**config.mk**
```make
export PLATFORM = sky130hd
export DESIGN_NAME = spi_xfer_arbiter
export DESIGN_NICKNAME = d
export VERILOG_FILES = /design/src/rtl/spi_xfer_arbiter.sv
export SDC_FILE = /design/constraint.sdc
export NUM_CORES = 1
export LEC_CHECK = 0
export ABC_AREA = 1
export CAP_MARGIN = 15
export CORE_MARGIN = 2
export CORE_UTILIZATION = 35
export DETAILED_ROUTE_END_ITERATION = 16
export GPL_ROUTABILITY_DRIVEN = 1
export SYNTH_ARGS = -nofsm -noshare
export SYNTH_HDL_FRONTEND = slang
export SYNTH_SLANG_ARGS = --single-unit
```
**constraint.sdc**
```tcl
create_clock -name clk -period 2.1 [get_ports clk]
set_clock_uncertainty 0.15 [all_clocks]
set_input_delay 0.315 -clock clk [delete_from_list [all_inputs] [get_ports clk]]
set_output_delay 0.315 -clock clk [all_outputs]
set_load 0.01 [all_outputs]
```
**src/rtl/spi_xfer_arbiter.sv**
```systemverilog
// Two-requester round-robin front end for spi_core: drives per-requester ss_n with
// programmable setup/hold, strobes the core write/read ports, and supports capped locked bursts.
module spi_xfer_arbiter #(
  parameter int DWIDTH    = 8,
  parameter int SS_SETUP  = 2,
  parameter int SS_HOLD   = 2,
  parameter int MAX_BURST = 16
) (
  input  logic              clk,
  input  logic              rst,
  input  logic              req0,
  input  logic              req1,
  input  logic              lock0,
  input  logic              lock1,
  input  logic [DWIDTH-1:0] wdat0,
  input  logic [DWIDTH-1:0] wdat1,
  output logic              ack0,
  output logic              ack1,
  output logic [DWIDTH-1:0] rdat0,
  output logic [DWIDTH-1:0] rdat1,
  output logic              core_cs,
  output logic              core_wr,
  output logic              core_rd,
  output logic [DWIDTH-1:0] core_din,
  input  logic [DWIDTH-1:0] core_dout,
  input  logic              core_busy,
  output logic [1:0]        ss_n
);

  localparam int DLY_MAX = (SS_SETUP > SS_HOLD) ? SS_SETUP : SS_HOLD;
  localparam int CW      = $clog2(DLY_MAX + 2);
  localparam int BW      = $clog2(MAX_BURST + 1);

  typedef enum logic [2:0] {IDLE, SETUP, ISSUE, WAIT, READ, DONE, LGAP, HOLD} state_t;

  state_t            state_q, state_d;
  logic              gnt_q, gnt_d;
  logic              last_q, last_d;
  logic [CW-1:0]     cnt_q, cnt_d;
  logic [BW-1:0]     burst_q, burst_d;
  logic [1:0]        ss_n_q, ss_n_d;
  logic              cs_q, cs_d, wr_q, wr_d, rd_q, rd_d;
  logic [DWIDTH-1:0] din_q, din_d;
  logic [1:0]        ack_q, ack_d;
  logic [DWIDTH-1:0] rdat0_q, rdat0_d, rdat1_q, rdat1_d;
  logic              req_g, lock_g;

  assign req_g  = gnt_q ? req1 : req0;
  assign lock_g = gnt_q ? lock1 : lock0;

  always_comb begin
    state_d = state_q;
    gnt_d   = gnt_q;
    last_d  = last_q;
    cnt_d   = cnt_q;
    burst_d = burst_q;
    case (state_q)
      IDLE: begin
        if (req0 || req1) begin
          gnt_d   = (req0 && req1) ? ~last_q : req1;
          burst_d = '0;
          cnt_d   = '0;
          state_d = (SS_SETUP == 0) ? ISSUE : SETUP;
        end
      end
      SETUP: begin
        if (cnt_q == CW'(SS_SETUP - 1)) state_d = ISSUE;
        else                            cnt_d   = cnt_q + CW'(1);
      end
      ISSUE: begin
        burst_d = burst_q + BW'(1);
        cnt_d   = '0;
        state_d = WAIT;
      end
      WAIT: begin
        // cnt_q == 0 marks the first WAIT cycle, where core_busy may not have risen yet
        if (cnt_q == '0)     cnt_d   = CW'(1);
        else if (!core_busy) state_d = READ;
      end
      READ: state_d = DONE;
      DONE: begin
        cnt_d = '0;
        if (lock_g && (burst_q < BW'(MAX_BURST))) begin
          state_d = LGAP;
        end else begin
          state_d = (SS_HOLD == 0) ? IDLE : HOLD;
          if (SS_HOLD == 0) last_d = gnt_q;
        end
      end
      LGAP: begin
        cnt_d = '0;
        if (req_g) begin
          state_d = ISSUE;
        end else if (!lock_g) begin
          state_d = (SS_HOLD == 0) ? IDLE : HOLD;
          if (SS_HOLD == 0) last_d = gnt_q;
        end
      end
      HOLD: begin
        if (cnt_q == CW'(SS_HOLD - 1)) begin
          state_d = IDLE;
          last_d  = gnt_q;
        end else begin
          cnt_d = cnt_q + CW'(1);
        end
      end
      default: state_d = IDLE;
    endcase

    // Outputs are registered images of the next state so every port is a flop.
    ss_n_d = 2'b11;
    if (state_d != IDLE) ss_n_d[gnt_d] = 1'b0;
    cs_d   = (state_d == ISSUE) || (state_d == READ);
    wr_d   = (state_d == ISSUE);
    rd_d   = (state_d == READ);
    din_d  = (state_d == ISSUE) ? (gnt_d ? wdat1 : wdat0) : din_q;
    ack_d  = 2'b00;
    if (state_d == DONE) ack_d[gnt_d] = 1'b1;
    rdat0_d = rdat0_q;
    rdat1_d = rdat1_q;
    if (state_q == READ) begin
      if (gnt_q) rdat1_d = core_dout;
      else       rdat0_d = core_dout;
    end
  end

  always_ff @(posedge clk or negedge rst) begin
    if (!rst) begin
      state_q <= IDLE;
      gnt_q   <= 1'b0;
      last_q  <= 1'b1;
      cnt_q   <= '0;
      burst_q <= '0;
      ss_n_q  <= 2'b11;
      cs_q    <= 1'b0;
      wr_q    <= 1'b0;
      rd_q    <= 1'b0;
      din_q   <= '0;
      ack_q   <= 2'b00;
      rdat0_q <= '0;
      rdat1_q <= '0;
    end else begin
      state_q <= state_d;
      gnt_q   <= gnt_d;
      last_q  <= last_d;
      cnt_q   <= cnt_d;
      burst_q <= burst_d;
      ss_n_q  <= ss_n_d;
      cs_q    <= cs_d;
      wr_q    <= wr_d;
      rd_q    <= rd_d;
      din_q   <= din_d;
      ack_q   <= ack_d;
      rdat0_q <= rdat0_d;
      rdat1_q <= rdat1_d;
    end
  end

  assign ss_n     = ss_n_q;
  assign core_cs  = cs_q;
  assign core_wr  = wr_q;
  assign core_rd  = rd_q;
  assign core_din = din_q;
  assign ack0     = ack_q[0];
  assign ack1     = ack_q[1];
  assign rdat0    = rdat0_q;
  assign rdat1    = rdat1_q;

endmodule

```
==> metrics, run 1 <==
later-pin clock latency in the skew report=approximately 0.29 ns; synth top area cells=sky130_fd_sc_hd__dfrtp_1 49%, sky130_fd_sc_hd__nand2_1 15%, sky130_fd_sc_hd__inv_1 4.5%; critical-path cell with the highest stage delay=sky130_fd_sc_hd__dfrtp_1; Slew HR=63.8%; Top cell by count, worst path=sky130_fd_sc_hd__nand2_1; total wirelength of the detailed-routed design=roughly 4600 um; post-layout instance count excluding filler cells=between 300 and 400; Final Wtd Congestion=between 0.8 and 0.9; sequential cell area fraction in the yosys report=53.4%; TritonCTS clock tree=yes; power per unit of standard cell area=roughly 1500 mW/mm2; number of storage elements in the synthesis netlist=between 40 and 50; share of Yosys cell area claimed by the top area cell type=about half; TritonCTS Buffers=5; dpl cell area=0.00274 mm2; Leakage=1.39 nW; number of library cell types mapped by synthesis=25; global-route wire length before repair=about 7700 um; actual transition at the worst max-transition pin=about 0.54 ns; IO Count=62; max-cap violation count=0; Crit Path Max Fanout=8; cell at the root of the clock tree=sky130_fd_sc_hd__clkbuf_8; register clock-pin slew on the reported worst setup and hold paths=roughly 0.080 ns; worst-case vdd ir drop=roughly 0.82 mV; Clock H-tree levels=2; Port Buffers=61; Syn-to-layout area delta=39.9%; worst-case clock buffer depth=2; fraction of layout instances using a drive strength above 1=12.3%; number of diodes added for antenna fixing=0; Min-Delay Startpoint=core_din[3]; initial detailed-routing violation count=75; antenna violations before repair=0; final setup fails=0; YS warnings=0; final-layout fill cell count=550; cell type with the largest total area after synthesis=sky130_fd_sc_hd__dfrtp_1; peak per-stage delay on the critical path=0.37 ns; number of cell rows=27; number of nets in the layout=350; setup TNS=0 ns; Final Instance Area=between 0.002 and 0.003 mm2; Crit Reg-Reg Startpoint=cnt_q[0]; Die Height=about 80 um; endpoints failing hold=0; Initial Util=between 30 and 40%; Setup Buffers After CTS=0; post-detail-place hpwl=3350 um; Syn Inst Count=approximately 250; vias=1729; placed cell count=380; gate family responsible for the most delay along the worst path=simple AND/OR/NAND/NOR gates; Core Area=0.00554 mm2; clock sinks=43; die outline area=0.00640 mm2; peak-usage layer in the global routing report=met2; post-CTS resize count=0; crit path capture type=flip-flop; register-to-register setup slack=0.17 ns; pin count of the biggest net entering global routing=between 40 and 50; global routing usage on met3=3.96%; aggregate global routing overflow=0; Post-Syn Area=slightly above 0.002 mm2; maximum achievable frequency=519 MHz; setup repair after global routing missed its margin=false; quantity of hold-fixing buffers added after cts=1; critical path type=reg -> reg; CP cell instances=inv_1, ha_1, or2_2, nand2_1, nand2_1, nor2_1, nand2_1, nand2_1, buf_4, nand4_1, nand2_1; 1st-pass router iterations=4; period utilisation layout=a little over 90%; met1 Track Usage GR=around 22%; synthesized area divided by synthesized cell count=about 8.3 um2; critical path startpoint=cnt_q[0]; kind of path behind the tightest hold check=reg -> reg; met2 usage=between 20% and 30%; critical path data required time=2.18 ns; Syn Nets=approximately 280; element type at the critical path start=flip-flop; final critical delay including setup and external delays=~1.9 ns; final max-slew violation count=0; WL/cell=approximately 12 um; CP arrival=between 2 and 2.5 ns; worst path buffer plus inverter count=2; Post-DRT Antenna Nets=0; chip width=between 80 and 90 um; result of the run=complete, no violations; Tot GR Track Use=15.3%; ratio of routed vias to standard cells=4.44; number of DRC violations after detailed routing=0; vias in the first global route=1676
-- through the flow --
step                      util, %  worst slack (ns)  total power, mW  hold WS, ns
after floorplan                 -             0.331             2.78       -0.131
after global placement       49.4            0.0911             3.68        0.277
after detailed placement     49.4            0.0517             3.72        0.278
after CTS                    51.1             0.158             4.25        0.338
after global routing         51.1           0.00120             4.59        0.367
final                        51.1             0.172             4.19        0.331
-- final cells by class --
| class | count | area, um2 | area share, % |
|---|---|---|---|
| Clock buffer | 6 | 72.6 | 2.56 |
| Clock inverter | 2 | 12.5 | 0.442 |
| Inverter | 33 | 126 | 4.47 |
| Multi-Input combinational cell | 165 | 788 | 27.9 |
| Sequential cell | 43 | 1080 | 38.2 |
| Tap cell | 72 | 90.1 | 3.18 |
| Timing Repair Buffer | 68 | 661 | 23.3 |
-- power by group --
group	internal (mW)	leakage (nW)	switching, mW	total [mW]
clock	0.233	0.0412	0.278	0.510
sequential	1.22	0.529	0.220	1.44
combinational	1.00	0.824	1.24	2.24
total	2.46	1.39	1.74	4.19
-- placed cells by master, fill, tap and decap left out, types with 2 or more instances in the layout --
cell                              count
sky130_fd_sc_hd__buf_4                6
sky130_fd_sc_hd__clkdlybuf4s50_1     60
sky130_fd_sc_hd__o21ai_0              7
sky130_fd_sc_hd__dfstp_2              3
sky130_fd_sc_hd__ha_1                 3
sky130_fd_sc_hd__dfrtp_1             40
sky130_fd_sc_hd__nand4_1             10
sky130_fd_sc_hd__nand3_1             13
sky130_fd_sc_hd__nand2_1             79
sky130_fd_sc_hd__nor2_1              15
sky130_fd_sc_hd__o21ai_1             17
sky130_fd_sc_hd__nor2_2               7
sky130_fd_sc_hd__xor2_1               2
sky130_fd_sc_hd__o22ai_1              2
sky130_fd_sc_hd__nand2_2              3
sky130_fd_sc_hd__inv_1               24
sky130_fd_sc_hd__clkbuf_8             5
sky130_fd_sc_hd__a21oi_1              2
sky130_fd_sc_hd__inv_2                8
-- worst register-to-register path: cells and delay by family (launching register included) --
kind          cells  cell delay [ns]
simple gates      8             0.90
buf+inv           2             0.25
fa+ha+maj         1             0.20
flops             1             0.37
-- layer usage --
layer,vias up,wire (um)
met5,-,0
met4,0,25
met3,4,263
met2,53,1960
met1,753,2310
li1,919,-
-- cell usage after synthesis --
cell                      count
sky130_fd_sc_hd__buf_6        1
sky130_fd_sc_hd__inv_4        1
sky130_fd_sc_hd__inv_1       24
sky130_fd_sc_hd__o21ai_0      7
sky130_fd_sc_hd__nand2_2      3
sky130_fd_sc_hd__nand3_4      1
sky130_fd_sc_hd__buf_4        1
sky130_fd_sc_hd__nand4_1     10
sky130_fd_sc_hd__nand3_1     13
sky130_fd_sc_hd__dfstp_2      3
sky130_fd_sc_hd__buf_2        2
sky130_fd_sc_hd__inv_2        8
sky130_fd_sc_hd__nor2_2       7
sky130_fd_sc_hd__nand3_2      1
sky130_fd_sc_hd__nor2_1      15
sky130_fd_sc_hd__or2_2        1
sky130_fd_sc_hd__xor2_1       2
sky130_fd_sc_hd__o31ai_1      1
sky130_fd_sc_hd__a21oi_1      2
sky130_fd_sc_hd__o21ai_1     17
sky130_fd_sc_hd__nand2_1     79
sky130_fd_sc_hd__ha_1         3
sky130_fd_sc_hd__dfrtp_1     40
sky130_fd_sc_hd__o22ai_1      2
sky130_fd_sc_hd__a31oi_1      1
-- sequential cells by signal, indices dropped and copies added (netlist names) --
name / flops
core_din: 8
rdat0: 8
last_q: 1
ss_n: 2
state_q: 3
core_wr: 1
gnt_q: 1
rdat1: 8
core_rd: 1
ack_q: 2
cnt_q: 2
burst_q: 5
core_cs: 1
-- final timing paths --
check,cells past startpoint,to
max in group asynchronous,3,last_q
worst max-delay path,11,core_din[4]
min in group asynchronous,3,burst_q[0]
worst min-delay path,2,core_din[3]
worst max register to register,11,core_din[4]
worst min register to register,2,core_din[3]
-- cells by family after synthesis --
| logic type | Yosys count | share of synthesized area (%) |
|---|---|---|
| flops | 43 | 53.4 |
| simple gates | 130 | 28.5 |
| buf+inv | 37 | 7.67 |
| fa+ha+maj | 3 | 1.86 |
| compound gates | 30 | 7.73 |
| xor+xnor | 2 | 0.866 |
(Power assumes the default switching activity.)
==> run 2, diff against run 1 <==
- SLEW_MARGIN: unset -> 20
- clock period: 2.1 -> 1.96 ns (I/O delays scaled with it)
==> run 2 against run 1 <==
Hold slack worse by 0.0074 ns. Via count rose by 5.8%. Clock-buffer cell count shrank 1. Sequential share of layout area is 1.3 points lower. Clock power increased by 9.0%. Worst setup slack got worse by 0.068 ns. Power rose by 14%. Combinational power is 20% higher. Design area rose by 3.6%. Core utilization up 1.9 points.
==> metrics, run 2 (synthesis results as in run 1) <==
result of the run=complete, no violations (unchanged); global-route wire length before repair=7640 um (was 7670 um); placed cell count=382 (was 380); period utilisation layout=94.7% (was 91.8%); Port Buffers=61 (unchanged); peak per-stage delay on the critical path=0.36 ns (was 0.37 ns); sequential standard cell area=0.00108 mm2 (unchanged); IO Count=62 (unchanged); fraction of layout instances using a drive strength above 1=15.8% (was 12.3%); number of cell rows=27 (unchanged); clock sinks=43 (unchanged); endpoints failing hold=0 (unchanged); post-layout instance count excluding filler cells=395 (was 389); TritonCTS clock tree=yes (unchanged); gate family responsible for the most delay along the worst path=simple AND/OR/NAND/NOR gates (unchanged); critical path data required time=2.05 ns (was 2.18 ns); post-detail-place hpwl=3500 um (was 3350 um); Crit Path Max Fanout=8 (unchanged); vias=1830 (was 1729); most common cell after layout, fill and taps aside=sky130_fd_sc_hd__nand2_1 (unchanged); Clock H-tree levels=2 (unchanged); register clock-pin slew on the reported worst setup and hold paths=0.08 ns (about the same); Post-DRT Antenna Nets=0 (unchanged); die outline area=0.00640 mm2 (unchanged); overall power after layout=4.79 mW (was 4.19 mW); kind of path behind the tightest hold check=reg -> reg (unchanged); pin count of the biggest net entering global routing=24 (was 44); WL/cell=12.1 um (was 11.7 um); number of nets in the layout=356 (was 350); CP arrival=1.94 ns (was 2.01 ns); worst path buffer plus inverter count=2 (unchanged); number of diodes added for antenna fixing=0 (unchanged); actual transition at the worst max-transition pin=0.524 ns (was 0.543 ns); cell at the root of the clock tree=sky130_fd_sc_hd__clkbuf_8 (unchanged); ratio of routed vias to standard cells=4.63 (was 4.44); critical path type=reg -> reg (unchanged); Core Area=0.00554 mm2 (unchanged); critical-path cell with the highest stage delay=sky130_fd_sc_hd__dfrtp_1 (unchanged); Syn-to-layout area delta=45.0% (was 39.9%); Initial Util=36.5% (unchanged); final setup fails=0 (unchanged); Leakage=1.43 nW (was 1.39 nW); element type at the critical path start=flip-flop (unchanged); worst-case hold slack=0.324 ns (was 0.331 ns); vias in the first global route=1670 (was 1676); CP cell instances=inv_1, ha_1, or2_2, nand2_2, nand2_2, nor2_1, nand2_1, nand2_4, buf_6, nand4_1, nand2_1 (was inv_1, ha_1, or2_2, nand2_1, nand2_1, nor2_1, nand2_1, nand2_1, buf_4, nand4_1, nand2_1); chip width=80.0 um (unchanged); Tot GR Track Use=15.5% (was 15.3%); antenna violations before repair=0 (unchanged); TritonCTS Buffers=5 (unchanged); later-pin clock latency in the skew report=0.30 ns (was 0.29 ns); final-layout fill cell count=537 (was 550); aggregate global routing overflow=0 (unchanged); worst-case vdd ir drop=0.642 mV (was 0.825 mV); area taken by multi-input logic gates=833 um2 (was 788 um2); final max-slew violation count=0 (unchanged); maximum achievable frequency=539 MHz (was 519 MHz); commonest cells after routing, fill and taps aside=74 x sky130_fd_sc_hd__nand2_1, 60 x sky130_fd_sc_hd__clkdlybuf4s50_1, 40 x sky130_fd_sc_hd__dfrtp_1 (was 79 x sky130_fd_sc_hd__nand2_1, 60 x sky130_fd_sc_hd__clkdlybuf4s50_1, 40 x sky130_fd_sc_hd__dfrtp_1); Die Height=80.0 um (unchanged); Final Wtd Congestion=0.848 (was 0.877); Slew HR=65.1% (was 63.8%); initial detailed-routing violation count=89 (was 75); worst-case clock buffer depth=2 (unchanged); final critical delay including setup and external delays=1.86 ns (was 1.93 ns); crit path capture type=flip-flop (unchanged); number of DRC violations after detailed routing=0 (unchanged); 1st-pass router iterations=4 (unchanged); max-cap violation count=0 (unchanged); power per unit of standard cell area=1630 mW/mm2 (was 1480 mW/mm2); total wirelength of the detailed-routed design=4790 um (was 4560 um)
-- run 2: cell count changes in the layout (fill, tap and decap cells not counted), moves of 2 or more --
cell	before	now
sky130_fd_sc_hd__nand2_1	79	74
sky130_fd_sc_hd__nand2_2	3	7
sky130_fd_sc_hd__buf_4	6	9
sky130_fd_sc_hd__nor2_2	7	5
sky130_fd_sc_hd__nor2_4	0	2
-- run 2: final cells by class --
class / count / area share (%)
inverters: 33 / 4.31
clock inverters: 3 / 0.683
flip-flops and latches: 43 / 36.8
well taps: 72 / 3.07
multi-input cells: 166 / 28.4
clock buffers: 5 / 2.35
repair buffers: 73 / 24.4
-- run 2: report_power, final --
part / internal, mW / leakage [nW] / switching, mW / total [mW]
sequential: 1.31 / 0.529 / 0.247 / 1.56
clock: 0.248 / 0.0402 / 0.308 / 0.556
combinational: 1.23 / 0.860 / 1.44 / 2.68
total: 2.79 / 1.43 / 2.00 / 4.79
-- run 2: what timing repair did --
item                                    in CTS  in global routing
endpoints found under the hold margin       17                  0
resized for setup                            0                 10
hold buffers                                 1                  0
endpoints found under the setup margin       0                 12
setup buffers                                0                  3
-- run 2: stage by stage --
| stage | util [%] | area (um2) | TNS [ns] | setup slack (ns) |
|---|---|---|---|---|
| CTS | 51.6 | 2860 | 0 | 0.0118 |
| global route | 52.9 | 2930 | -0.00301 | -0.00284 |
| finish | 52.9 | 2930 | 0 | 0.105 |
| floorplan | - | 2020 | 0 | 0.191 |
| detailed placement | 49.9 | 2760 | -0.358 | -0.0541 |
| global placement | 49.9 | 2760 | -0.173 | -0.0249 |
-- run 2: final timing paths --
| kind | startpoint | to | cells after the start | slack (ns) |
|---|---|---|---|---|
| worst max-delay path | cnt_q[0] | core_din[6] | 11 | 0.10 |
| min in group asynchronous | rst | burst_q[2] | 2 | 0.35 |
| max in group asynchronous | rst | core_din[7] | 3 | 0.81 |
| worst min-delay path | core_din[2] | core_din[2] | 2 | 0.32 |
| worst max register to register | cnt_q[0] | core_din[6] | 11 | 0.10 |
| worst min register to register | core_din[2] | core_din[2] | 2 | 0.32 |
-- run 2: routing by layer --
| metal | vias up | global-route usage [%] | share of wire [%] | wire (um) |
|---|---|---|---|---|
| met3 | 5 | 3.51 | 5.3 | 255 |
| met1 | 836 | 21.7 | 48 | 2310 |
| li1 | 934 | - | - | - |
| met5 | - | 0 | 0 | 0 |
| met2 | 55 | 23.3 | 46 | 2190 |
| met4 | 0 | 5.76 | 0.90 | 43 |
-- run 2: tightest hold or removal path, cell delays in order, from the launching register on --
cell	delay, ns
sky130_fd_sc_hd__dfrtp_1	0.35
sky130_fd_sc_hd__nand2_1	0.05
sky130_fd_sc_hd__nand2_1	0.04
==> run 3, diff against run 2 <==
- CTS_CLUSTER_DIAMETER: unset -> 40
==> results of run 3 <==
Same layout as run 2: the final DEF is identical, and so are final timing and power.
